<file path="src/rtl/esp_bus_master.sv">
// esp_bus_master: bus initiator turning ESP SPI messages into word read/write and block-fill accesses.
// Optional access timeout is enabled by defining ESP_BUS_MASTER_TIMEOUT_EN.
module esp_bus_master #(
    parameter logic [7:0] CMD_WR32    = 8'h40,
    parameter logic [7:0] CMD_RD32    = 8'h41,
    parameter logic [7:0] CMD_SETDATA = 8'h42,
    parameter logic [7:0] CMD_FILL    = 8'h43,
    parameter logic [7:0] CMD_STATUS  = 8'h44
`ifdef ESP_BUS_MASTER_TIMEOUT_EN
   ,parameter int         TIMEOUT_CYCLES = 1024
`endif
) (
    input  logic        clk,
    input  logic        reset_n,
    input  logic        spi_msg_end,
    input  logic [7:0]  spi_cmd,
    input  logic [63:0] spi_rxdata,
    output logic [63:0] spi_txdata,
    output logic        spi_txdata_valid,
    output logic        bus_req,
    input  logic        bus_gnt,
    output logic [31:0] bus_addr,
    output logic [31:0] bus_wrdata,
    output logic [3:0]  bus_bytesel,
    output logic        bus_wren,
    output logic        bus_strobe,
    input  logic        bus_wait,
    input  logic [31:0] bus_rddata,
    input  logic        bus_error,
    output logic        busy
);
    typedef enum logic [1:0] {IDLE, REQ, ACCESS, NEXT} state_t;
    state_t      state;
    logic [31:0] data_reg;
    logic [15:0] count;
    logic        is_fill, err_f, ovr_f, timeout_f, done, start;
    assign done = bus_strobe && !bus_wait;
    assign start = spi_msg_end && (spi_cmd == CMD_WR32 || spi_cmd == CMD_RD32 ||
                   (spi_cmd == CMD_FILL && spi_rxdata[47:32] != 16'd0));
    assign bus_bytesel = 4'hF;
`ifdef ESP_BUS_MASTER_TIMEOUT_EN
    logic [31:0] tcnt;
`else
    assign timeout_f = 1'b0;
`endif
    always_ff @(posedge clk or negedge reset_n) begin
        if (!reset_n) begin
            state            <= IDLE;
            bus_req          <= 1'b0;
            bus_strobe       <= 1'b0;
            bus_wren         <= 1'b0;
            bus_addr         <= '0;
            bus_wrdata       <= '0;
            spi_txdata       <= '0;
            spi_txdata_valid <= 1'b0;
            busy             <= 1'b0;
            data_reg         <= '0;
            count            <= '0;
            is_fill          <= 1'b0;
            err_f            <= 1'b0;
            ovr_f            <= 1'b0;
`ifdef ESP_BUS_MASTER_TIMEOUT_EN
            timeout_f        <= 1'b0;
            tcnt             <= '0;
`endif
        end else begin
            // STATUS is serviced in any state; flags set later in this cycle survive the clear
            if (spi_msg_end && spi_cmd == CMD_STATUS) begin
                spi_txdata       <= {60'd0, timeout_f, err_f, ovr_f, busy};
                spi_txdata_valid <= 1'b1;
                err_f            <= 1'b0;
                ovr_f            <= 1'b0;
`ifdef ESP_BUS_MASTER_TIMEOUT_EN
                timeout_f        <= 1'b0;
`endif
            end else if (spi_msg_end && state != IDLE) begin
                ovr_f <= 1'b1;
            end
            case (state)
                IDLE: if (spi_msg_end) begin
                    if (spi_cmd inside {CMD_WR32, CMD_RD32, CMD_SETDATA, CMD_FILL})
                        spi_txdata_valid <= 1'b0;
                    if (spi_cmd == CMD_SETDATA)
                        data_reg <= spi_rxdata[31:0];
                    if (start) begin
                        state      <= REQ;
                        bus_req    <= 1'b1;
                        busy       <= 1'b1;
                        bus_addr   <= {spi_rxdata[31:2], 2'b00};
                        bus_wren   <= spi_cmd != CMD_RD32;
                        bus_wrdata <= spi_cmd == CMD_FILL ? data_reg : spi_rxdata[63:32];
                        is_fill    <= spi_cmd == CMD_FILL;
                        count      <= spi_rxdata[47:32];
                    end
                end
                REQ: if (bus_gnt) begin
                    state      <= ACCESS;
                    bus_strobe <= 1'b1;
`ifdef ESP_BUS_MASTER_TIMEOUT_EN
                    tcnt       <= '0;
`endif
                end
                ACCESS: if (done) begin
                    bus_strobe <= 1'b0;
                    if (bus_error)
                        err_f <= 1'b1;
                    if (!bus_wren) begin
                        spi_txdata       <= bus_error ? '1 : {32'd0, bus_rddata};
                        spi_txdata_valid <= 1'b1;
                    end
                    if (is_fill && !bus_error) begin
                        state <= NEXT;
                    end else begin
                        state   <= IDLE;
                        bus_req <= 1'b0;
                        busy    <= 1'b0;
                    end
                end
`ifdef ESP_BUS_MASTER_TIMEOUT_EN
                else if (bus_strobe && bus_wait && tcnt == 32'(TIMEOUT_CYCLES - 1)) begin
                    bus_strobe <= 1'b0;
                    timeout_f  <= 1'b1;
                    if (!bus_wren) begin
                        spi_txdata       <= '1;
                        spi_txdata_valid <= 1'b1;
                    end
                    state   <= IDLE;
                    bus_req <= 1'b0;
                    busy    <= 1'b0;
                end
`endif
                else begin
                    // a lost grant parks the strobe until it returns, then the access is re-issued
                    bus_strobe <= bus_gnt;
`ifdef ESP_BUS_MASTER_TIMEOUT_EN
                    if (bus_strobe && bus_wait)
                        tcnt <= tcnt + 32'd1;
`endif
                end
                default: begin
                    count    <= count - 16'd1;
                    bus_addr <= bus_addr + 32'd4;
                    if (count == 16'd1) begin
                        state   <= IDLE;
                        bus_req <= 1'b0;
                        busy    <= 1'b0;
                    end else begin
                        state      <= ACCESS;
                        bus_strobe <= bus_gnt;
`ifdef ESP_BUS_MASTER_TIMEOUT_EN
                        tcnt       <= '0;
`endif
                    end
                end
            endcase
        end
    end
endmodule

</file>
<file path="config.mk">
export PLATFORM = sky130hd
export DESIGN_NAME = esp_bus_master
export DESIGN_NICKNAME = d
export VERILOG_FILES = /design/src/rtl/esp_bus_master.sv
export SDC_FILE = /design/constraint.sdc
export NUM_CORES = 1
export LEC_CHECK = 0
export CORE_UTILIZATION = 52
export CTS_CLUSTER_DIAMETER = 200
export DETAILED_ROUTE_END_ITERATION = 6
export PLACE_DENSITY = 0.95
export SETUP_SLACK_MARGIN = 0.02
export SLEW_MARGIN = 15
export SYNTH_ARGS = -nofsm -noshare
export SYNTH_HDL_FRONTEND = slang
export SYNTH_SLANG_ARGS = --single-unit
</file>
<file path="constraint.sdc">
create_clock -name clk -period 3.4 [get_ports clk]
set_input_delay 0.34 -clock clk [delete_from_list [all_inputs] [get_ports clk]]
set_output_delay 0.34 -clock clk [all_outputs]
set_load 0.02 [all_outputs]
</file>
==> impl_metrics.toml, run 1 <==
[status]
status = "completed"

[sta]
fin_setup_tns_ps = 0
skew_ps = 10.6
finalCritPeriodShare_pct = 74.5
max_slew_margin_pct = 38.4
finalSetupViolCount = 0
hold_viol_final = 0
finalCriticalPeriod_ps = 2530
clock.fmax_mhz = 395
max_slew.worst_pin.slew_ps = 915
slew_viol_final = 0
rsz0062_at_grt = "no"

[yosys]
syn-mean-instance-area_um2 = 10.3
synth_edf_count = 0
synth_async_sr_flop_share_pct = 100
synth_cells = 867
ys_warn_count = 0
synthDistinctLibCells = 59
synthFlopType = "dfrtp_1"
synthTopCellsByArea = "dfrtp_1, mux2_2, nor2_1"
yosysTopAreaCell = "dfrtp_1"
synth_top_area_share_pct = 51.4
synth_seq_cells = 183
syn_area_mm2 = 0.00890
ys_seq_area_share_pct = 51.4

[clocking]
cts_buffers = 17
clock_sinks = 183
clock-root-buffer = "clkbuf_16"
cts_tree = "yes"
cts_hold_buf = 1
cts_setup_buffers = 0
cts_resized = 0
clk_path_buf_depth = 2
clkTransAtPathRegs_ps = 70
h-tree-depth = 4
clk-insertion-delay-late_ps = 440

[floorplanning]
core_mm2 = 0.0166
dieArea_mm2 = 0.0176
start_util_pct = 53.5
ios = 247
row_count = 47
die_w_um = 133
die_y_um = 133

[final_layout]
drive_gt1_share_pct = 13.8
syn2layout_area_growth_pct = 35.7
multiInputGateArea_mm2 = 0.00400
antenna_cells = 0
fin_cells = 1318
nFillCells = 1144
largest_reg_flops = 64
final-seq-area_mm2 = 0.00458
num-nets-final = 1202

[global_route]
antenna_found_initial = 0
grt_use_met1_pct = 35.6
grt_max_degree = 67
met3_usage_pct = 7.01
track_usage_pct = 29.1
grt.overflow.total = 0
met2_usage_pct = 48.3
grt_pass1_wl_um = 40000
top_usage_layer = "met2"
grt_pass1_vias = 7845

[power_and_ir_drop]
ir_worst_vdd_uv = 548
p_per_area_mw_per_mm2 = 843
p_leak_nw = 5.43

[placement]
dp_hpwl_um = 17500
place_inst = 1285
gp_congestion = 0.846
io_buffer_count = 240

[route]
detail-route-antenna-nets = 0
wl_um = 25200
vias_per_cell = 5.93
drc = 0
dr.pass1.iters = 5
wl_per_cell_um = 19.1
vias = 7816
drtIter0Drc = 571

[worst_setup_path]
arrival_ps = 2860
required_ps = 3720
cp_max_fo = 10
start_kind = "register"
path_class = "reg2reg"
end_kind = "register"

[hold_path]
min_path_type = "in2async"

[run]
cap_violations = 0
## cell usage after synthesis (5+ instances only)
| master | n |
|---|---|
| dfrtp_1 | 183 |
| mux2_2 | 83 |
| nor2_1 | 80 |
| nand2_1 | 74 |
| o21ai_0 | 50 |
| clkbuf_1 | 45 |
| nand3_1 | 40 |
| a21o_1 | 35 |
| a21oi_1 | 32 |
| mux2i_1 | 26 |
| o22ai_1 | 21 |
| nor3_1 | 18 |
| nor4_1 | 18 |
| nand2b_1 | 16 |
| a22oi_1 | 12 |
| inv_1 | 12 |
| nand4_1 | 9 |
| or4_1 | 8 |
| buf_4 | 7 |
| ha_1 | 7 |
| a31oi_1 | 6 |
| buf_2 | 6 |
| nor2b_1 | 6 |
| and4_1 | 5 |
| buf_1 | 5 |
| buf_6 | 5 |
| nand3b_1 | 5 |
## final timing paths
path | startpoint | end | slack [ps] | depth (start not counted)
min in group clk | spi_txdata[61] | spi_txdata[61] | 480 | 1
max | count[2] | busy | 870 | 5
max reg2reg | count[2] | busy | 870 | 5
min reg2reg | spi_txdata[61] | spi_txdata[61] | 480 | 1
max in group asynchronous | reset_n | data_reg[0] | 1940 | 3
min | reset_n | spi_txdata[53] | 470 | 2
## cell type report
class / count / area share [%]
Sequential cell: 183 / 37.9
Multi-Input combinational cell: 607 / 33.1
Timing Repair Buffer: 263 / 21.5
Clock buffer: 20 / 3.78
Tap cell: 220 / 2.28
Clock inverter: 12 / 0.963
Inverter: 13 / 0.404
## per-stage QoR
| stage | util, % | hold WS (ps) | power (mW) | worst slack, ps | area, um^2 |
|---|---|---|---|---|---|
| after floorplan | - | 44.4 | 6.15 | 1020 | 8920 |
| after global placement | 69.1 | 368 | 8.01 | 540 | 11500 |
| after detailed placement | 69.1 | 370 | 8.21 | 498 | 11500 |
| after CTS | 72.6 | 467 | 10.2 | 883 | 12100 |
| after global routing | 72.6 | 484 | 10.7 | 785 | 12100 |
| final | 72.6 | 465 | 10.2 | 868 | 12100 |
## layout by cell type, fill, tap and decap left out, types with 3 or more instances in the layout
cell type / count
or4_1: 8
clkbuf_16: 17
nand4_1: 9
nand2_1: 74
o21ai_0: 50
clkinvlp_4: 4
a211oi_1: 3
buf_4: 20
o22ai_1: 21
mux2_2: 83
a221o_1: 3
nor2_1: 79
mux2i_1: 26
ha_1: 7
inv_1: 12
nor2b_1: 6
and2_1: 3
nor4_1: 18
a21o_1: 35
nand2b_1: 16
o211ai_1: 4
or3_1: 3
nor3_1: 18
nand3_1: 40
a31oi_1: 5
or2_2: 4
a21oi_1: 31
a22oi_1: 12
dfrtp_1: 183
conb_1: 6
and4_1: 5
clkdlybuf4s50_1: 239
nand3b_1: 5
## report_power, final
part | switching, mW | internal (mW) | total (mW)
logic | 2.52 | 2.15 | 4.67
clock network | 0.876 | 1.06 | 1.93
registers | 0.674 | 2.90 | 3.58
total | 4.07 | 6.11 | 10.2
## cell families (layout without fill, tap and decap cells)
family	Yosys count	count (layout)	share of synthesized area, %
flops	183	183	51.4
fa+ha+maj	7	7	0.984
compound gates	183	183	13.1
simple gates	301	301	16.7
other cells	2	6	0.0844
buf+inv	81	308	4.22
mux	110	110	13.5
## critical path: stages (launching register included)
cell and delay (ps):
dfrtp_1 460, or4_1 690, nor4_1 520, a211oi_1 190, or3_1 370, a22o_1 180
## per-layer routing
| layer | vias to the layer above | part of all wire, % |
|---|---|---|
| li1 | 3525 | - |
| met3 | 75 | 6.9 |
| met5 | - | 0 |
| met2 | 373 | 50 |
| met4 | 0 | 3.2 |
| met1 | 3843 | 40 |
Note: power is estimated with default switching activity, not from simulation.
==> run 2: changes to the inputs <==
--- a/config.mk
+++ b/config.mk
@@ -5,10 +5,10 @@
 export SDC_FILE = /design/constraint.sdc
 export NUM_CORES = 1
 export LEC_CHECK = 0
-export CORE_UTILIZATION = 52
+export CORE_UTILIZATION = 44
 export CTS_CLUSTER_DIAMETER = 200
 export DETAILED_ROUTE_END_ITERATION = 6
-export PLACE_DENSITY = 0.95
+export PLACE_DENSITY = 0.86
 export SETUP_SLACK_MARGIN = 0.02
 export SLEW_MARGIN = 15
 export SYNTH_ARGS = -nofsm -noshare
==> constraint.sdc (replaced) <==
create_clock -name clk -period 2.1 [get_ports clk]
set_input_delay 0.21 -clock clk [delete_from_list [all_inputs] [get_ports clk]]
set_output_delay 0.21 -clock clk [all_outputs]
set_load 0.02 [all_outputs]
==> run 2 against run 1 <==
Final cell count rose by 9.6%. Worst hold slack worse by 160 ps. Clock skew down 2.2 ps. Global-route usage shrank 2.5 points. Highest routed layer unchanged. Non-clock buffer count increased by 82. Routed wire length grew 10%. Combinational power is 88% higher. First-iteration DRC count increased by 23%. Clock power up 70%. Design area up 9.1%. Via count up 3.9%. Critical endpoint is now bus_wrdata[17]. Register-to-register slack got worse by 840 ps.
==> impl_metrics.toml, run 2 (synthesis gave the netlist of run 1 again) <==
[floorplanning]
die_w_um = 144
core_mm2 = 0.0197
die_y_um = 144
ios = 247
dieArea_mm2 = 0.0208
start_util_pct = 45.3
row_count = 51

[sta]
finalSetupViolCount = 0
finalCriticalPeriod_ps = 2070
max_slew_margin_pct = 65.3
finalCritPeriodShare_pct = 98.5
clock.fmax_mhz = 483
fin_setup_tns_ps = 0
hold_ws_ps = 302
setup_ws_ps = 31.5
skew_ps = 8.32
hold_viol_final = 0
rsz0062_at_grt = "yes"
max_slew.worst_pin.slew_ps = 520
slew_viol_final = 0

[placement]
gp_congestion = 0.842
place_inst = 1401
dp_hpwl_um = 18500
dpl_worst_slack_ps = -507
io_buffer_count = 240

[worst_setup_path]
cp_max_fo = 21
cpMaxStageDelayCell = "or4_4"
required_ps = 2420
path_class = "in2reg"
r2r_slack_ps = 30
start_kind = "input pin"
crit_chain = "clkdlybuf4s50_1 -> or4_4 -> or2_2 -> a21oi_4 -> buf_12 -> mux2_2"
cp_top_family = "simple AND/OR/NAND/NOR gates"
arrival_ps = 2380
rr_startpoint = "count[1]"
ff2ff_path_depth = 5
cpPeakStageDelay_ps = 590
end_kind = "register"
rr_endpoint = "count[9]"
crit_buf_inv = 2

[global_route]
antenna_found_initial = 0
grt_max_degree = 65
grt_pass1_wl_um = 42500
grt_pass1_vias = 8208
track_usage_pct = 26.6
grt.overflow.total = 0

[final_layout]
syn2layout_area_growth_pct = 48.1
largest_reg_flops = 64
multiInputGateArea_mm2 = 0.00422
fin_cells = 1445
antenna_cells = 0
final_common_cell = "clkdlybuf4s50_1"
final_cell_mix = "clkdlybuf4s50_1, dfrtp_1, buf_4, nor2_1, nand2_1"
drive_gt1_share_pct = 22.3
final-seq-area_mm2 = 0.00459
nFillCells = 1478
num-nets-final = 1284

[route]
detail-route-antenna-nets = 0
drc = 0
wl_per_cell_um = 19.2
drtIter0Drc = 704
wl_um = 27800
dr.pass1.iters = 6
vias_per_cell = 5.62
vias = 8123

[power_and_ir_drop]
p_sw_mw = 7.03
p_int_mw = 10.7
p_leak_nw = 5.97
p_sw_share_pct = 39.8
power_mw = 17.7
ir_worst_vdd_uv = 862
clkPwrFrac_pct = 18.5
p_per_area_mw_per_mm2 = 1340
p_comb_share_pct = 49.5
p_seq_share_pct = 32.0

[clocking]
clock-root-buffer = "clkbuf_16"
clk_path_buf_depth = 2
clk-insertion-delay-late_ps = 430
h-tree-depth = 4
cts_buffers = 17
clock_sinks = 183
clkTransAtPathRegs_ps = 70
cts_tree = "yes"

[run]
cap_violations = 0

[status]
status = "completed"

[hold_path]
min_path_type = "in2async"
run 2: worst reg2reg max path, delay by kind of cell, from the launching register on:
kind	cells	cell delay [ps]
and+or+nand+nor	3	1030
DFF	1	440
muxes	1	370
AOI/OAI and AO/OA	1	130
run 2: how the worst max path moves through the flow:
stage / slack [ps] / cells past startpoint / from / endpoint
floorplan: -130 / 8 / spi_cmd[5] / spi_txdata[34]
global placement: -470 / 7 / spi_cmd[6] / data_reg[17]
detailed placement: -510 / 7 / spi_cmd[6] / data_reg[4]
CTS: 10 / 8 / spi_cmd[5] / data_reg[30]
global route: -50 / 5 / count[1] / count[9]
finish: 30 / 6 / spi_cmd[3] / bus_wrdata[17]
run 2: stage by stage:
step	utilization, %	cell area, um^2
after floorplan	-	8990
after global placement	62.2	12200
after detailed placement	62.2	12200
after CTS	65.9	13000
after global routing	67.1	13200
final	67.1	13200
run 2: layout make-up:
class	instances	share of cell area [%]
Clock buffer	18	3.25
Timing Repair Buffer	345	25.9
Inverter	13	0.370
Tap cell	265	2.51
Clock inverter	14	1.23
Multi-Input combinational cell	607	32.0
Sequential cell	183	34.8
run 2: power groups by stage:
stage / Clock (mW) / Combinational, mW / Sequential [mW]
2_1_floorplan: 0 / 3.28 / 6.73
3_3_place_gp: 0 / 8.09 / 5.58
3_5_place_dp: 0 / 8.36 / 5.64
4_1_cts: 3.33 / 8.47 / 5.60
5_1_grt: 3.46 / 9.34 / 5.79
6_report: 3.28 / 8.76 / 5.65
run 2: per-layer routing:
| layer | track usage [%] | vias to the layer above | wire, um |
|---|---|---|---|
| li1 | - | 3686 | - |
| met1 | 32.6 | 3977 | 10800 |
| met2 | 44.9 | 371 | 14000 |
| met3 | 6.39 | 89 | 1920 |
| met4 | 11.0 | 0 | 1070 |
| met5 | 0 | - | 0 |
run 2: repair_timing:
item | in CTS | in global routing
gates resized for setup | 14 | 40
hold endpoints to repair | 52 | 0
cloned | 3 | 0
pin swaps | 4 | 4
hold buffers | 1 | 0
endpoints found under the setup margin | 73 | 111
setup buffers | 2 | 6
==> run 3: changes to the inputs <==
--- a/config.mk
+++ b/config.mk
@@ -5,12 +5,13 @@
 export SDC_FILE = /design/constraint.sdc
 export NUM_CORES = 1
 export LEC_CHECK = 0
+export CORE_ASPECT_RATIO = 0.75
 export CORE_UTILIZATION = 44
 export CTS_CLUSTER_DIAMETER = 200
 export DETAILED_ROUTE_END_ITERATION = 6
 export PLACE_DENSITY = 0.86
 export SETUP_SLACK_MARGIN = 0.02
-export SLEW_MARGIN = 15
+export SLEW_MARGIN = 30
 export SYNTH_ARGS = -nofsm -noshare
 export SYNTH_HDL_FRONTEND = slang
 export SYNTH_SLANG_ARGS = --single-unit
==> run 3 against run 2 <==
The flow now finishes with violations (DRC). Combinational power fell by 2.4%. Design area is 1.2% lower. Largest power group unchanged. Final cell count shrank 1.3%. First-iteration DRC count decreased by 8.2%.
==> impl_metrics.toml, run 3 (synthesis gave the netlist of run 1 again) <==
[route]
drc = 14
drtIter0Drc = 646
wl_per_cell_um = 18.9
vias = 7999
vias_per_cell = 5.61
detail-route-antenna-nets = 0
wl_um = 27000
dr.pass1.iters = 7

[worst_setup_path]
cp.depth = 6
rr_startpoint = "count[5]"
path_class = "reg2reg"
end_kind = "register"
cpMaxStageDelayCell = "or4_4"
ff2ff_path_depth = 6
crit_start = "count[5]"
start_kind = "register"
r2r_slack_ps = 40
required_ps = 2410
crit_chain = "or4_4 -> buf_4 -> nor3_2 -> mux2_2 -> o22ai_1 -> nor2_1"
rr_endpoint = "count[8]"
cpPeakStageDelay_ps = 570
cp_top_family = "simple AND/OR/NAND/NOR gates"
cp_max_fo = 7
crit_buf_inv = 1
arrival_ps = 2370

[power_and_ir_drop]
p_sw_share_pct = 39.8
ir_worst_vdd_uv = 833
power_mw = 17.4
p_per_area_mw_per_mm2 = 1330
p_comb_share_pct = 49.3
p_seq_share_pct = 32.6
clkPwrFrac_pct = 18.2
p_leak_nw = 5.88
p_sw_mw = 6.91
p_int_mw = 10.5

[sta]
rsz0062_at_grt = "yes"
skew_ps = 9.78
finalCriticalPeriod_ps = 2060
hold_viol_final = 0
max_slew_margin_pct = 63.9
slew_viol_final = 0
clock.fmax_mhz = 485
hold_ws_ps = 285
setup_ws_ps = 39.7
max_slew.worst_pin.slew_ps = 542
finalSetupViolCount = 0
finalCritPeriodShare_pct = 98.1

[clocking]
cts_buffers = 17
h-tree-depth = 4
clock-root-buffer = "clkbuf_16"
cts_tree = "yes"
clkTransAtPathRegs_ps = 70
clk_path_buf_depth = 2
clk-insertion-delay-late_ps = 430
clock_sinks = 183

[placement]
dpl_worst_slack_ps = -509
dp_hpwl_um = 18700
gp_congestion = 0.864
io_buffer_count = 240

[run]
cap_violations = 0

[global_route]
top_usage_layer = "met2"
met2_usage_pct = 42.2
grt_use_met1_pct = 34.1
track_usage_pct = 26.1
grt_pass1_vias = 7982
grt.overflow.total = 0
met3_usage_pct = 7.38
grt_pass1_wl_um = 42900
antenna_found_initial = 1
grt_max_degree = 65

[floorplanning]
ios = 247
die_y_um = 125
row_count = 44
die_w_um = 166
start_util_pct = 45.4
dieArea_mm2 = 0.0208
core_mm2 = 0.0196

[final_layout]
largest_reg_flops = 64
nFillCells = 1495
num-nets-final = 1276
final_cell_mix = "clkdlybuf4s50_1, dfrtp_1, mux2_2, buf_4, nor2_1"
final_common_cell = "clkdlybuf4s50_1"
syn2layout_area_growth_pct = 46.4
drive_gt1_share_pct = 21.7

[status]
status = "finished with violations"
violations = "DRC"

[hold_path]
min_path_type = "in2async"
==> run 3: changes by cell type in the layout (fill, tap and decap cells not counted), moves of 2 or more <==
cell / delta
nor4_1: +2
mux2_2: +14
nor3_1: -3
nor3_2: +3
buf_4: -8
dlygate4sd2_1: +2
mux2_4: -15
==> run 3: worst max path at each step <==
stage	endpoint	slack [ps]
CTS	bus_wrdata[7]	30
floorplan	spi_txdata[34]	-130
global placement	data_reg[18]	-450
detailed placement	data_reg[9]	-510
finish	count[8]	40
global route	bus_addr[26]	-30
==> run 3: layout make-up <==
class | instances | area [um^2] | share of cell area, %
clock inverter | 13 | 140 | 1.08
antenna | 1 | 2.50 | 0.0192
timing repair buffer | 337 | 3350 | 25.7
inverter | 13 | 48.8 | 0.374
clock buffer | 19 | 443 | 3.40
tap | 253 | 317 | 2.43
sequential | 183 | 4590 | 35.2
multi-input combinational | 607 | 4150 | 31.8
==> run 3: power groups by stage <==
| stage | combinational (mW) | clock, mW | sequential, mW |
|---|---|---|---|
| CTS | 8.38 | 3.22 | 5.61 |
| detailed placement | 8.28 | 0 | 5.65 |
| global placement | 8.01 | 0 | 5.60 |
| global route | 9.15 | 3.37 | 5.81 |
| finish | 8.55 | 3.16 | 5.65 |
| floorplan | 3.28 | 0 | 6.73 |
==> run 3: timing repair <==
item / in CTS / in global routing
hold buffers: 1 / 0
gates resized for setup: 17 / 21
pin swaps: 3 / 1
hold endpoints to repair: 43 / 0
setup buffers: 5 / 0
endpoints found under the setup margin: 85 / 109
gates cloned: 3 / 0
==> run 3: stage by stage <==
stage / instances / area [um^2] / TNS (ps) / utilization (%)
after global routing: 1426 / 13000 / -70.8 / 66.5
final: 1426 / 13000 / 0 / 66.5
after floorplan: 871 / 8990 / -3800 / -
after detailed placement: 1384 / 12200 / -70820 / 62.2
after CTS: 1425 / 12900 / 0 / 66.0
after global placement: 1384 / 12200 / -63540 / 62.2
==> run 3: layer usage <==
metal	share of wire [%]	vias to the layer above
met1	42	3974
met3	7.9	47
met5	0	-
li1	-	3679
met4	2.8	0
met2	47	299
==> run 3: worst register-to-register path, cell delays in order (launching register included) <==
cell and delay (ps):
dfrtp_1 380, or4_4 570, buf_4 200, nor3_2 210, mux2_2 370, o22ai_1 150
nor2_1 70
